$ cat src/rtl/hovalaag_link_pkg.sv
// Shared definitions for the hovalaag host link.
// Holds the link FSM state type, frame geometry constants, core pin bit
// positions and a helper that packs the core io_in pin byte.
// Optional feature macro used by the top level: HOST_LINK_BUSY_EN.
package hovalaag_link_pkg;

  typedef enum logic [1:0] {
    ST_RESET     = 2'd0,
    ST_IDLE      = 2'd1,
    ST_SEND      = 2'd2,
    ST_BUSY_WAIT = 2'd3
  } link_state_e;

  localparam int unsigned BEATS_PER_FRAME = 8;
  localparam int unsigned INSTR_BEATS     = 6;
  localparam int unsigned DATA_W          = 6;
  localparam int unsigned VAL_W           = 12;
  localparam int unsigned INSTR_W         = 32;
  localparam int unsigned FRAME_W         = BEATS_PER_FRAME * DATA_W;
  localparam int unsigned INSTR_PAD_W     = INSTR_BEATS * DATA_W - INSTR_W;

  // core_io_in / core_io_out bit positions
  localparam int unsigned IO_CLK_BIT       = 0;
  localparam int unsigned IO_RSTN_BIT      = 1;
  localparam int unsigned IO_DATA_LSB      = 2;
  localparam int unsigned IO_OUT_VALID_BIT = 6;
  localparam int unsigned IO_OUT_BUSY_BIT  = 7;

  function automatic logic [7:0] pack_pins(input logic [DATA_W-1:0] data,
                                           input logic rst_n,
                                           input logic core_clk);
    return {data, rst_n, core_clk};
  endfunction

endpackage

$ cat src/rtl/hovalaag_resp_fifo.sv
// Response FIFO for captured core output values.
// Ports:
//   clk_i, rst_i    host clock, synchronous active-high reset (empties FIFO)
//   push_i, data_i  write request and value
//   pop_i           read request; ignored when empty
//   data_o          head entry, driven to zero while empty
//   count_o         number of stored entries (0..DEPTH)
// Simultaneous push and pop are both honoured, also when full.
module hovalaag_resp_fifo
  import hovalaag_link_pkg::*;
#(
  parameter int unsigned DEPTH = 4,
  parameter int unsigned WIDTH = VAL_W
) (
  input  logic                     clk_i,
  input  logic                     rst_i,
  input  logic                     push_i,
  input  logic [WIDTH-1:0]         data_i,
  input  logic                     pop_i,
  output logic [WIDTH-1:0]         data_o,
  output logic [$clog2(DEPTH):0]   count_o
);
  localparam int unsigned AW = $clog2(DEPTH);
  localparam logic [AW-1:0] PTR_ONE  = AW'(1);
  localparam logic [AW:0]   CNT_ONE  = (AW+1)'(1);
  localparam logic [AW:0]   CNT_FULL = (AW+1)'(DEPTH);

  logic [WIDTH-1:0] mem_q [DEPTH];
  logic [AW-1:0]    wr_ptr_q, rd_ptr_q;
  logic [AW:0]      count_q;
  logic             do_pop, do_push;

  assign do_pop  = pop_i && (count_q != '0);
  assign do_push = push_i && ((count_q != CNT_FULL) || do_pop);

  always_ff @(posedge clk_i) begin
    if (rst_i) begin
      wr_ptr_q <= '0;
      rd_ptr_q <= '0;
      count_q  <= '0;
    end else begin
      if (do_push) wr_ptr_q <= wr_ptr_q + PTR_ONE;
      if (do_pop)  rd_ptr_q <= rd_ptr_q + PTR_ONE;
      case ({do_push, do_pop})
        2'b10:   count_q <= count_q + CNT_ONE;
        2'b01:   count_q <= count_q - CNT_ONE;
        default: count_q <= count_q;
      endcase
    end
  end

  always_ff @(posedge clk_i) begin
    if (do_push) mem_q[wr_ptr_q] <= data_i;
  end

  assign data_o  = (count_q != '0) ? mem_q[rd_ptr_q] : '0;
  assign count_o = count_q;

endmodule

$ cat src/rtl/hovalaag_host_link.sv
// Host-side driver for the 8-in/8-out hovalaag core pin interface.
// Serialises {instr, in_val} frames onto core_io_in as 8 two-cycle beats
// (phase L: core_clk=0, data changes; phase H: core_clk=1), generates the
// core reset sequence and collects 12-bit results into a response FIFO.
// Ports:
//   clk, rst                 host clock, synchronous active-high reset
//   s_valid/s_ready          frame request handshake (s_instr, s_in_val)
//   m_valid/m_ready          response handshake (m_out_val)
//   core_io_in               {data[5:0], rst_n, core_clk} to the core
//   core_io_out              [5:0] data, [6] out-valid, [7] busy from the core
// Optional: define HOST_LINK_BUSY_EN to honour core busy while idle.
module hovalaag_host_link
  import hovalaag_link_pkg::*;
#(
  parameter int unsigned FIFO_DEPTH = 4,
  parameter int unsigned RST_BEATS  = 4
) (
  input  logic               clk,
  input  logic               rst,
  input  logic               s_valid,
  output logic               s_ready,
  input  logic [INSTR_W-1:0] s_instr,
  input  logic [VAL_W-1:0]   s_in_val,
  output logic               m_valid,
  input  logic               m_ready,
  output logic [VAL_W-1:0]   m_out_val,
  output logic [7:0]         core_io_in,
  input  logic [7:0]         core_io_out
);
  localparam int unsigned CNT_W  = $clog2(FIFO_DEPTH) + 1;
  localparam int unsigned BEAT_W = ($clog2(RST_BEATS) > 3) ? $clog2(RST_BEATS) : 3;
  localparam logic [BEAT_W-1:0] BEAT_ONE      = BEAT_W'(1);
  localparam logic [BEAT_W-1:0] LO_BEAT       = BEAT_W'(BEATS_PER_FRAME - 2);
  localparam logic [BEAT_W-1:0] LAST_BEAT     = BEAT_W'(BEATS_PER_FRAME - 1);
  localparam logic [BEAT_W-1:0] LAST_RST_BEAT = BEAT_W'(RST_BEATS - 1);
  localparam logic [CNT_W-1:0]  FIFO_FULL_CNT = CNT_W'(FIFO_DEPTH);

  link_state_e         state_q, state_d;
  logic [BEAT_W-1:0]   beat_q, beat_d;
  logic                phase_q, phase_d;   // 0 = phase L, 1 = phase H
  logic [FRAME_W-1:0]  frame_q, frame_d;
  logic [DATA_W-1:0]   lo_q, lo_d;
  logic [7:0]          io_q, io_d;
  logic                push;
  logic [VAL_W-1:0]    push_val;
  logic [CNT_W-1:0]    fifo_count;
  logic                busy;

`ifdef HOST_LINK_BUSY_EN
  assign busy = core_io_out[IO_OUT_BUSY_BIT];
`else
  logic unused_busy;
  assign unused_busy = core_io_out[IO_OUT_BUSY_BIT];
  assign busy        = 1'b0;
`endif

  assign s_ready  = (state_q == ST_IDLE) && (fifo_count != FIFO_FULL_CNT) && !busy;
  assign m_valid  = (fifo_count != '0);
  assign push_val = {core_io_out[DATA_W-1:0], lo_q};

  always_comb begin
    state_d = state_q;
    beat_d  = beat_q;
    phase_d = phase_q;
    frame_d = frame_q;
    lo_d    = lo_q;
    push    = 1'b0;
    case (state_q)
      ST_RESET: begin
        phase_d = ~phase_q;
        if (phase_q) begin
          if (beat_q == LAST_RST_BEAT) begin
            state_d = ST_IDLE;
            beat_d  = '0;
          end else begin
            beat_d = beat_q + BEAT_ONE;
          end
        end
      end
      ST_IDLE: begin
        phase_d = 1'b0;
        beat_d  = '0;
        if (s_valid && s_ready) begin
          // Chunk 5 picks up instr[31:30] with zero padding above it.
          frame_d = {s_in_val, {INSTR_PAD_W{1'b0}}, s_instr};
          state_d = ST_SEND;
        end else if (busy) begin
          state_d = ST_BUSY_WAIT;
        end
      end
      ST_SEND: begin
        phase_d = ~phase_q;
        if (phase_q) begin
          frame_d = frame_q >> DATA_W;
          if (beat_q == LO_BEAT) lo_d = core_io_out[DATA_W-1:0];
          if (beat_q == LAST_BEAT) begin
            push    = core_io_out[IO_OUT_VALID_BIT];
            state_d = ST_IDLE;
            beat_d  = '0;
          end else begin
            beat_d = beat_q + BEAT_ONE;
          end
        end
      end
      ST_BUSY_WAIT: begin
        phase_d = ~phase_q;
        if (phase_q && !busy) state_d = ST_IDLE;
      end
      default: state_d = ST_RESET;
    endcase
  end

  // Pins are registered from the next-state view so they line up with the state.
  always_comb begin
    io_d = '0;
    case (state_d)
      ST_RESET:     io_d = pack_pins('0, 1'b0, phase_d);
      ST_IDLE:      io_d = pack_pins('0, 1'b1, 1'b0);
      ST_SEND:      io_d = pack_pins(frame_d[DATA_W-1:0], 1'b1, phase_d);
      ST_BUSY_WAIT: io_d = pack_pins('0, 1'b1, phase_d);
      default:      io_d = '0;
    endcase
  end

  always_ff @(posedge clk) begin
    if (rst) begin
      state_q <= ST_RESET;
      beat_q  <= '0;
      phase_q <= 1'b0;
      frame_q <= '0;
      lo_q    <= '0;
      io_q    <= '0;
    end else begin
      state_q <= state_d;
      beat_q  <= beat_d;
      phase_q <= phase_d;
      frame_q <= frame_d;
      lo_q    <= lo_d;
      io_q    <= io_d;
    end
  end

  assign core_io_in = io_q;

  hovalaag_resp_fifo #(
    .DEPTH (FIFO_DEPTH),
    .WIDTH (VAL_W)
  ) u_resp_fifo (
    .clk_i   (clk),
    .rst_i   (rst),
    .push_i  (push),
    .data_i  (push_val),
    .pop_i   (m_ready),
    .data_o  (m_out_val),
    .count_o (fifo_count)
  );

endmodule
$ cat config.mk
export PLATFORM = sky130hd
export DESIGN_NAME = hovalaag_host_link
export DESIGN_NICKNAME = d
export VERILOG_FILES = /design/src/rtl/hovalaag_link_pkg.sv /design/src/rtl/hovalaag_resp_fifo.sv /design/src/rtl/hovalaag_host_link.sv
export SDC_FILE = /design/constraint.sdc
export NUM_CORES = 1
export LEC_CHECK = 0
export BUFFER_PORTS_ARGS = -buffer_cell sky130_fd_sc_hd__buf_2
export CORE_ASPECT_RATIO = 1.1
export CORE_MARGIN = 8
export CORE_UTILIZATION = 40
export CTS_BUF_LIST = sky130_fd_sc_hd__clkbuf_4 sky130_fd_sc_hd__clkbuf_8
export CTS_CLUSTER_DIAMETER = 120
export CTS_CLUSTER_SIZE = 8
export DETAILED_ROUTE_END_ITERATION = 6
export PLACE_DENSITY = 0.73
export SYNTH_ARGS = -nofsm -noshare
export SYNTH_HDL_FRONTEND = slang
export SYNTH_SLANG_ARGS = --single-unit
export TNS_END_PERCENT = 50
$ cat constraint.sdc
create_clock -name clk -period 2.3 [get_ports clk]
set_input_delay 0.46 -clock clk [delete_from_list [all_inputs] [get_ports clk]]
set_output_delay 0.46 -clock clk [all_outputs]
set_load 0.03 [all_outputs]
Word level (Yosys, flattened, before mapping)

Memory sizes are Yosys's and may differ from the RTL's. A register that Yosys moved wholly into a read port is not among the register bits.
Cells that the tools add are included.

Bits of input ports: 56
Bits in writable memories: 48
Output and inout bits: 22
Flip-flop bits (word level): 75
Memories: 1
Word-level logic and storage cells: 73

Memories:

| name              | depth | width | read ports | clocked after Yosys merged registers in | wr ports | line                     | text |
|---|---|---|---|---|---|---|---|
| u_resp_fifo.mem_q | 4     | 12    | 1          | 1                                       | 1        | hovalaag_resp_fifo.sv:28 | `logic [WIDTH-1:0] mem_q [DEPTH];` |

Bitwise operators: 1
Equality and inequality tests: 15
Add/subtract/negate cells: 5
Multiplexer cells: 26
Reductions and logical operators: 15

Operators by type and width:

| kind                                           | count |
|---|---|
| two-way mux 48 bit                             | 2 |
| one-hot mux 48 bit (2 select lines)            | 1 |
| one-hot mux 8 bit (4 select lines)             | 1 |
| two-way mux 2 bit                              | 8 |
| two-way mux 12 bit                             | 1 |
| two-way mux 3 bit                              | 4 |
| == test 2 bit (second input constant)          | 5 |
| one-hot mux 3 bit (3 select lines)             | 1 |
| AND reduction 3 bit                            | 3 |
| one-hot mux 2 bit (4 select lines)             | 1 |
| adder 3 x 1 -> 3 bit (second input constant)   | 2 |
| == test 2 x 1 -> 1 bit (second input constant) | 3 |
| == test 3 bit (second input constant)          | 2 |
| one-hot mux 3 bit (2 select lines)             | 1 |
| nonzero test 3 bit                             | 2 |
| two-way mux 1 bit                              | 5 |
| adder 2 x 1 -> 2 bit (second input constant)   | 2 |
| logical AND 1 bit                              | 4 |
| zero test 2 bit                                | 2 |
| inequality test 2 bit (second input constant)  | 2 |
| nonzero test 2 bit                             | 2 |
| == test 3 x 2 -> 1 bit (second input constant) | 1 |
| inequality test 3 bit (second input constant)  | 1 |
| OR reduction 3 bit                             | 1 |
| 5 further kinds                                | 5 |

Depth between registers and ports, before layout

Depth after elaboration: 7
Gate-level depth with buffers: 11
Gate-level depth less buffers: 11

By module

A second synthesis with hierarchy kept.

Cell total of the unflattened synthesis: 466
Area, all modules: 5387.7 µm²

By module, submodules not included:

| module             | cells an instance | seq. area each (µm²) | times used | area each (µm²) |
|---|---|---|---|---|
| hovalaag_host_link | 324               | 1361.3               | 1          | 3012.9 |
| hovalaag_resp_fifo | 142               | 1621.6               | 1          | 2374.8 |

Worst setup path before layout

No wires, ideal clock.

Path kind: register to register
Start point: register u_resp_fifo.count_q[0], in the netlist u_resp_fifo.count_o[0]
End point: register u_resp_fifo.count_q[2], in the netlist u_resp_fifo.count_o[2]
Arrival time: 2.345 ns
Required time: 2.230 ns
Cell stages (with the launch flop): 10
Slack: -0.116 ns
Period minus slack after synthesis: 2.416 ns
Setup time: 0.070 ns
Path buffers: 0
Cells stage by stage: dfxtp_1 or3b_2 o2111a_1 inv_1 ha_1 inv_1 fa_1 xor2_1 or3_1 a21oi_1

Longest elaborated chain between the ends: 6
Elaborated cells between the ends (all ways): 11
Classes of those cells: 2 x add/sub; 3 x eq/ne; 1 x mux; 5 x reduce/logical

RTL lines:

| element                                                                  | line                     | text |
|---|---|---|
| start, declared                                                          | hovalaag_resp_fifo.sv:30 | `logic [AW:0] count_q;` |
| start signal, assigned                                                   | hovalaag_resp_fifo.sv:45 | `2'b10: count_q <= count_q + CNT_ONE;` |
| start signal, assigned                                                   | hovalaag_resp_fifo.sv:46 | `2'b01: count_q <= count_q - CNT_ONE;` |
| start signal, assigned                                                   | hovalaag_resp_fifo.sv:47 | `default: count_q <= count_q;` |
| nonzero test 3 bit                                                       | hovalaag_resp_fifo.sv:33 | `assign do_pop = pop_i && (count_q != '0);` |
| logical AND 1 bit                                                        | hovalaag_resp_fifo.sv:33 |  |
| logical OR 1 bit                                                         | hovalaag_resp_fifo.sv:34 | `assign do_push = push_i && ((count_q != CNT_FULL) \|\| do_pop);` |
| logical AND 1 bit                                                        | hovalaag_resp_fifo.sv:34 |  |
| == test 2 x 1 -> 1 bit or == test 2 bit (tied branches)                  | hovalaag_resp_fifo.sv:44 | `case ({do_push, do_pop})` |
| one-hot mux 3 bit (2 select lines) or nonzero test 2 bit (tied branches) | n/a                      |  |

Several ways; a longest one is shown, not always the timed one.
A chain may end at the register's enable or synchronous reset.

Worst setup path after layout

Same ends and word-level chain as after synthesis.

==> impl_metrics.csv <==
group,metric,value,unit
run_status,outcome,"finished clean",
min_path,holdPathStages,1,
sta,fmax,0.442,GHz
global_route,grt_overflow_total,0,
finish,layout-drive-gt1-share,31.0,%
clock_network,cts-buffers-inserted,17,
sta,finalSetupViolations,0,
finish,syn2layout_area_growth,21.6,%
critical_path,crit_path_end,"u_resp_fifo.count_o[2]",
global_route,antenna_found_initial,0,
critical_path,slowest_delay,0.39,ns
critical_path,r2r_cells,9,
critical_path,worst_setup_path_end_kind,"flop",
placement,hpwl,7.81,mm
finish,multiInputGateArea,0.00202,mm²
clock_network,tritoncts,"yes",
global_route,grt_pass1_vias,3862,
min_path,hold_path.class,"input pin to flop",
global_route,grt_max_degree,39,
power,p_leak,0.00227,µW
routing,vias,3708,
critical_path,rr_endpoint,"u_resp_fifo.count_o[2]",
placement,place.gp.congestion,0.800,
sta,maxSlewHeadroom,63.7,%
clock_network,path_clk_slew,0.07,ns
critical_path,worst_setup_path_start_kind,"flop",
critical_path,r2r-start,"u_resp_fifo.count_o[0]",
floorplan,row_count,43,
floorplan,coreArea,0.0126,mm²
routing,drcViolationCount,0,
clock_network,clock_sinks,125,
yosys,yosys_warnings,0,
sta,hold_violations,0,
yosys,syn_inst,431,
yosys,async_reset_ff_share,0,%
sta,maxSlewViolCount,0,
routing,postRouteAntennaNets,0,
routing,wl_per_cell,16.4,µm
critical_path,cp_max_fo,2,
placement,pre_cts_slack,0.0339,ns
routing,dr.pass1.iters,4,
critical_path,required,2.64,ns
global_route,grt_use_total,13.2,%
yosys,synth.distinct_cells,45,
yosys,yosysSeqAreaShare,57.8,%
floorplan,die-area,0.0168,mm²
routing,viasPerCell,5.36,
routing,drt_wl_total,11.4,mm
flow_run,cap_viol_max_count,0,
yosys,syn_area,0.00516,mm²
yosys,synthFlopType,"dfxtp_1",
clock_network,clock_latency,0.42,ns
yosys,avgSynthCellArea,12.0,µm²
floorplan,die_x,124,µm
critical_path,criticalPathCategory,"flop to flop",
sta,tns,0,ns
min_path,min_from,"core_io_out[0]",
routing,drtIter0Drc,283,
finish,register_area,0.00299,mm²
yosys,synth_nets,502,
floorplan,start_util,41.0,%
sta,tightest_slew,0.543,ns
placement,place.port_buffers,76,
finish,fillCellCount,1116,
sta,rsz0062_at_grt,"true",
clock_network,cts_max_level,4,
finish,final_core_util,49.9,%
global_route,grt_pass1_wl,18.2,mm
clock_network,clk_path_buf_depth,2,
power,powerDensity,660,mW/mm²
power,peakVddDrop,344,µV
sta,fin_crit_sh,98.4,%
critical_path,cp_cell_sequence,"or3b_4, o2111a_2, inv_2, ha_4, inv_1, fa_2, xor2_1, or3_1, a21oi_2",
sta,period_needed,2.26,ns
critical_path,worstSetupStartpoint,"u_resp_fifo.count_o[0]",
critical_path,crit_arrival,2.61,ns
clock_network,ctsHoldBuffers,0,
floorplan,num_io_pins,78,
clock_network,cts-root-buf,"clkbuf_8",
floorplan,die_y,135,µm
sta,skew,0.0104,ns
finish,num-nets-final,593,
power,p_total,4140,µW
finish,num_antenna_cells,0,
yosys,synth-seq-cells,125,
sta,final.setup.worst_slack,0.0358,ns
yosys,synth_enable_flop_cells,48,
critical_path,rrSetupSlack,0.04,ns
critical_path,crit_slowest_cell,"or3b_4",
[cell usage after synthesis, types with 2 or more instances]
| cell type | number | area (µm²) |
|---|---|---|
| clkbuf_1 | 18 | 67.6 |
| mux4_2 | 12 | 270 |
| mux2i_1 | 3 | 30.0 |
| a31oi_1 | 2 | 12.5 |
| nand4_1 | 10 | 62.6 |
| xor2_1 | 3 | 26.3 |
| buf_2 | 11 | 55.1 |
| edfxtp_1 | 48 | 1440 |
| nand2_1 | 15 | 56.3 |
| or3_1 | 2 | 12.5 |
| dfxtp_1 | 77 | 1540 |
| a21oi_1 | 24 | 120 |
| and2_1 | 19 | 119 |
| a22o_1 | 6 | 52.6 |
| o2bb2ai_1 | 32 | 280 |
| nor2b_1 | 8 | 50.1 |
| xnor2_1 | 2 | 17.5 |
| nand3_1 | 9 | 45.0 |
| o21ai_0 | 11 | 55.1 |
| a22oi_1 | 32 | 240 |
| o31ai_1 | 6 | 45.0 |
| nor3_1 | 4 | 20.0 |
| inv_1 | 20 | 75.1 |
| or2_2 | 4 | 25.0 |
| ha_1 | 14 | 175 |
| nor2_1 | 20 | 75.1 |
[critical path, delay by kind of cell, from the launching register on]
family,cells,cell delay [ns]
and+or+nand+nor,2,0.75
AOI/OAI and AO/OA,2,0.39
adders and majority gates,2,0.47
DFF,1,0.32
buffers and inverters,2,0.12
xor gates and xnor gates,1,0.15
[kinds of logic (layout without fill, tap and decap cells)]
| kind of cell | Yosys count | in the layout | synth area share, % |
|---|---|---|---|
| xor+xnor | 5 | 5 | 0.849 |
| simple gates | 97 | 97 | 10.3 |
| compound gates | 124 | 124 | 17.6 |
| fa+ha+maj | 15 | 15 | 3.78 |
| flops | 125 | 125 | 57.8 |
| buf+inv | 50 | 154 | 3.90 |
| mux | 15 | 15 | 5.82 |
[cell type report]
type                       count  area share (%)
timing repair buffer         102            10.1
clock inverter                15            1.97
multi-input combinational    256            32.2
inverter                      20            1.20
clock buffer                  17            3.73
tap                          157            3.13
sequential                   125            47.6
[placed cells by master, fill, tap and decap left out, drive strengths merged, types with 11 or more instances in the layout]
master / instances
buf: 101
dfxtp: 77
edfxtp: 48
a22oi: 32
o2bb2ai: 32
a21oi: 24
inv: 22
nor2: 20
and2: 19
clkbuf: 18
nand2: 15
ha: 14
mux4: 12
clkinv: 12
o21ai: 11
[metrics by stage]
stage                     std cells  hold WS, ns  instance area (µm²)
after floorplan                 431        0.432                 5170
after global placement          658        0.446                 5840
after detailed placement        658        0.449                 5840
after CTS                       690        0.255                 6210
after global routing            692        0.264                 6280
final                           692        0.282                 6280
[state kept, by name, indices dropped and copies added (netlist names), named ones only]
name and flops:
u_resp_fifo.rd_ptr_q 2, u_resp_fifo.wr_ptr_q 2, frame_q 48, core_io_in 8
state_q 2, lo_q 6, u_resp_fifo.count_o 3, u_resp_fifo.mem_q 48
phase_q 1, beat_q 3
[power by group]
part | leakage, µW | total, µW | internal (µW) | switching, µW
clock network | 0.000189 | 1720 | 849 | 868
logic | 0.00102 | 130 | 55.6 | 74.0
registers | 0.00106 | 2300 | 2290 | 5.11
[layer usage]
| layer | vias up | share of wire (%) | GRT usage, % |
|---|---|---|---|
| met2 | 91 | 50 | 22.3 |
| met4 | 0 | 1.4 | 5.56 |
| met1 | 1804 | 43 | 15.1 |
| met3 | 12 | 5.3 | 4.35 |
| met5 | - | 0 | 0 |
| li1 | 1801 | - | - |
[worst min path at each step]
stage | to | slack, ns
after floorplan | frame_q[10] | 0.43
after global placement | frame_q[37] | 0.45
after detailed placement | frame_q[22] | 0.45
after CTS | u_resp_fifo.mem_q[0][6] | 0.26
after global routing | u_resp_fifo.mem_q[0][6] | 0.26
final | u_resp_fifo.mem_q[0][6] | 0.28
[repair_timing]
| item | CTS | global route |
|---|---|---|
| pin swaps | 0 | 3 |
| setup buffers | 0 | 1 |
| cloned | 0 | 1 |
| setup endpoints to repair | 12 | 10 |
| gates resized for setup | 5 | 8 |
No activity file was read; power rests on OpenSTA's default activity.
